`src/rtl/shift_sequencer.sv`:
```
// shift_sequencer: accepts a word over valid/ready, applies one zero-fill
// single-bit shift per clock until the requested amount is used up, then
// presents the result over a second valid/ready handshake.
module shift_sequencer #(
  parameter int WIDTH = 4,
  parameter int AMT_W = 2
) (
  input  logic             clk,
  input  logic             nrst,
  input  logic             in_valid,
  output logic             in_ready,
  input  logic [WIDTH-1:0] in_data,
  input  logic [AMT_W-1:0] in_amt,
  input  logic             in_dir,
  output logic             out_valid,
  input  logic             out_ready,
  output logic [WIDTH-1:0] out_data,
  output logic             busy
);

  typedef enum logic [1:0] {IDLE, SHIFT, DONE} state_e;

  state_e           state_q;
  logic [WIDTH-1:0] data_q;
  logic [AMT_W-1:0] cnt_q;
  logic             dir_q;
  logic             in_ready_q;
  logic             out_valid_q;
  logic             busy_q;
  logic [WIDTH-1:0] data_d;

  // One zero-fill step in the captured direction (1 = toward LSB).
  assign data_d = dir_q ? {1'b0, data_q[WIDTH-1:1]}
                        : {data_q[WIDTH-2:0], 1'b0};

  // Handshake state and the shifting word; outputs are registered alongside.
  always_ff @(posedge clk or negedge nrst) begin
    if (!nrst) begin
      state_q     <= IDLE;
      data_q      <= '0;
      cnt_q       <= '0;
      dir_q       <= 1'b0;
      in_ready_q  <= 1'b1;
      out_valid_q <= 1'b0;
      busy_q      <= 1'b0;
    end else begin
      case (state_q)
        IDLE: begin
          if (in_valid) begin
            data_q     <= in_data;
            cnt_q      <= in_amt;
            dir_q      <= in_dir;
            in_ready_q <= 1'b0;
            busy_q     <= 1'b1;
            if (in_amt == '0) begin
              state_q     <= DONE;
              out_valid_q <= 1'b1;
            end else begin
              state_q <= SHIFT;
            end
          end
        end
        SHIFT: begin
          data_q <= data_d;
          cnt_q  <= cnt_q - 1'b1;
          // Last step happens on this edge, so the result is ready next cycle.
          if (cnt_q == AMT_W'(1)) begin
            state_q     <= DONE;
            out_valid_q <= 1'b1;
          end
        end
        DONE: begin
          if (out_ready) begin
            state_q     <= IDLE;
            data_q      <= '0;
            dir_q       <= 1'b0;
            in_ready_q  <= 1'b1;
            out_valid_q <= 1'b0;
            busy_q      <= 1'b0;
          end
        end
        default: begin
          state_q     <= IDLE;
          data_q      <= '0;
          cnt_q       <= '0;
          dir_q       <= 1'b0;
          in_ready_q  <= 1'b1;
          out_valid_q <= 1'b0;
          busy_q      <= 1'b0;
        end
      endcase
    end
  end

  assign in_ready  = in_ready_q;
  assign out_valid = out_valid_q;
  assign busy      = busy_q;
  // Word is only exposed while a result is offered; zero otherwise.
  assign out_data  = out_valid_q ? data_q : '0;

endmodule

```
`config.mk`:
```
export PLATFORM = sky130hd
export DESIGN_NAME = shift_sequencer
export DESIGN_NICKNAME = d
export VERILOG_FILES = /design/src/rtl/shift_sequencer.sv
export SDC_FILE = /design/constraint.sdc
export NUM_CORES = 1
export LEC_CHECK = 0
export BUFFER_PORTS_ARGS = -buffer_cell sky130_fd_sc_hd__buf_2
export CAP_MARGIN = 20
export CORE_MARGIN = 8
export CORE_UTILIZATION = 35
export DETAILED_ROUTE_END_ITERATION = 12
export PLACE_DENSITY_LB_ADDON = 0.08
export SYNTH_ARGS = -nofsm -noshare
export SYNTH_HDL_FRONTEND = slang
export SYNTH_SLANG_ARGS = --single-unit
```
`constraint.sdc`:
```
create_clock -name clk -period 3.4 [get_ports clk]
set_clock_uncertainty 0.05 [all_clocks]
set_input_delay 0.34 -clock clk [delete_from_list [all_inputs] [get_ports clk]]
set_output_delay 0.34 -clock clk [all_outputs]
set_load 0.01 [all_outputs]
```
==> metrics.csv <==
metric;value;unit
max_cap_viol_count;0;
start_kind;register;
p_per_area;915;nW/um2
cts_resized;0;
dieWidth;60.5;um
synth_top_area_cell;dfrtp_1;
drt_iter0_markers;8;
min_to;dir_q$_DFFE_PN0P_;
cts_tree;built;
crit_slowest_cell;dfrtp_1;
fin_crit_sh;41.9;%
seq_area_frac_synth;43.4;%
slew_viol_final;0;
antennaDiodeCount;0;
root_buffer;clkbuf_4;
multi_input_area;342;um2
critical_path_required;3.01;ns
worstHoldStart;in_dir;
synth-seq-cells;12;
placed_area;781;um2
period_minus_slack;1.43;ns
max_freq;701;MHz
io_pins;18;
layout_commonest_cell;buf_2;
syn_to_final_growth;19.1;%
reg2reg_slack;1.98;ns
start_util;36.1;%
holdBufCountCts;1;
worstPathCellList;and2_1, buf_2;
worst_hold_path_type;input pin to register;
h-tree-depth;1;
firstDrtPassIters;4;
seqCellArea;302;um2
grt_max_degree;19;
via_count;586;
fillers;214;
final_cell_mix;buf_2, dfrtp_1, nand2_1, a21oi_1;
core;1920;um2
synth.area.top_cells;dfrtp_1, and2_1, a21oi_1, dfstp_2, a211oi_1;
vdd_drop_max;0.392;mV
outcome;completed;
crit_path_max_fanout;7;
grt_pass1_vias;574;
dpl.hpwl;1200;um
syn_inst;71;
critPathBufInv;1;
crit_path_start;out_valid$_DFFE_PN0P_;
grt-ovfl-total;0;
via_per_inst;5.05;
drcViolationCount;0;
die_h;60.5;um
yosysTopAreaCellShare;39.6;%
finalSetupTns;0;ns
worstPathArrival;1.04;ns
wirelength;1640;um
die_area;3670;um2
clock_sinks;12;
worstReg2RegEnd;data_q[0]$_DFFE_PN0P_;
core.rowCount;16;
globalplace.congestion;0.714;
postRouteAntennaNets;0;
synth.net_count;83;
crit_family;flip-flops;
crit_path_end_kind;output pin;
cts.clk_slew.worst_paths;0.09;ns
wire_per_inst;14.1;um
layout-drive-gt1-share;29.2;%
ff2ff_path_depth;3;
io_buffer_count;17;
fin_util;43.0;%
rsz0062_at_grt;no;
cts_post_setup_buffers_inserted;0;
avgSynthCellArea;9.78;um2
setup_violations;0;
stdcell_area;827;um2
slew-limit-headroom;62.2;%
worstMarginPinSlew;0.566;ns
track_usage;10.0;%
setup.worst_path.class;register to output pin;
yosys_warnings;0;
final_nets;102;
finalHoldViolCount;0;
insertion_delay;0.28;ns
antenna_found_initial;0;
hold_path_depth;3;
clock_path_buffers;2;
whs;0.318;ns
cts_buffers;3;
grt_pass1_wl;2730;um
max_stage_delay;0.44;ns
synth_cell_types;28;
r2r-start;state_q[0]$_DFFE_PN0P_;
leakagePower;0.000388;uW
syn_area;694;um2
kinds of logic (layout without fill, tap and decap cells):
family | after synthesis | after routing | synth area share (%)
adder cells (fa/ha/maj) | 1 | 1 | 1.80
AO/OA/AOI/OAI | 26 | 26 | 26.5
multiplexers | 3 | 3 | 4.50
AND/OR/NAND/NOR | 20 | 20 | 16.4
buffers and inverters | 9 | 27 | 7.39
flip-flops | 12 | 12 | 43.4
synthesized netlist by cell type:
master,number
buf_6,2
a32oi_1,1
dfstp_2,1
and2_1,5
nor2_1,4
o32a_1,1
buf_2,2
and2b_4,1
a2bb2oi_1,1
nand2b_1,1
a22oi_2,1
ha_1,1
o21ai_0,3
a21oi_1,6
nor2b_1,1
a211oi_1,3
mux2_2,1
nor2b_4,1
dfrtp_1,11
mux2i_1,2
a31oi_1,2
and3b_1,1
o2bb2ai_1,1
a21o_1,2
o32ai_1,2
nand2_1,6
inv_1,5
a22oi_1,3
flip-flops by register name (all words and copies together) (netlist names):
register	count
state_q	2
out_valid	1
dir_q	1
busy	1
in_ready	1
cnt_q	2
data_q	4
worst max path at each step:
stage / cells after the start / to / slack [ns]
3_3_place_gp: 3 / out_valid$_DFFE_PN0P_ / 1.96
4_1_cts: 3 / out_valid$_DFFE_PN0P_ / 1.97
5_1_grt: 3 / data_q[0]$_DFFE_PN0P_ / 1.85
3_5_place_dp: 3 / out_valid$_DFFE_PN0P_ / 1.98
6_report: 2 / out_data[2] / 1.97
2_1_floorplan: 4 / cnt_q[1]$_DFFE_PN0P_ / 2.21
per-layer routing:
metal / up-vias / global-route usage, % / share of wire (%)
li1: 292 / - / -
met1: 269 / 13.6 / 48
met2: 20 / 13.4 / 42
met3: 5 / 3.81 / 8.1
met4: 0 / 4.98 / 2.0
met5: - / 0 / 0
report_power, final:
group          switching [uW]  internal, uW
sequential                113           216
clock                    56.0          65.2
combinational             140           166
total                     309           448
worst reg2reg max path: stages, from the launching register on:
cell and delay [ns]:
dfrtp_1 0.69, and2b_4 0.29, a32oi_1 0.16, a22oi_1 0.09
area by class of cell:
class	count	area share [%]
clock buffer	4	4.39
inverter	5	2.27
multi-input combinational	50	41.3
sequential	12	36.5
tap	27	4.08
timing repair buffer	18	11.5
metrics by stage:
step,worst slack (ns),power (uW),cells
after floorplan,2.21,565,71
after global placement,1.96,643,111
after detailed placement,1.98,641,111
after CTS,1.97,763,116
after global routing,1.85,823,116
final,1.97,756,116
Note: power is estimated with default switching activity, not from simulation.
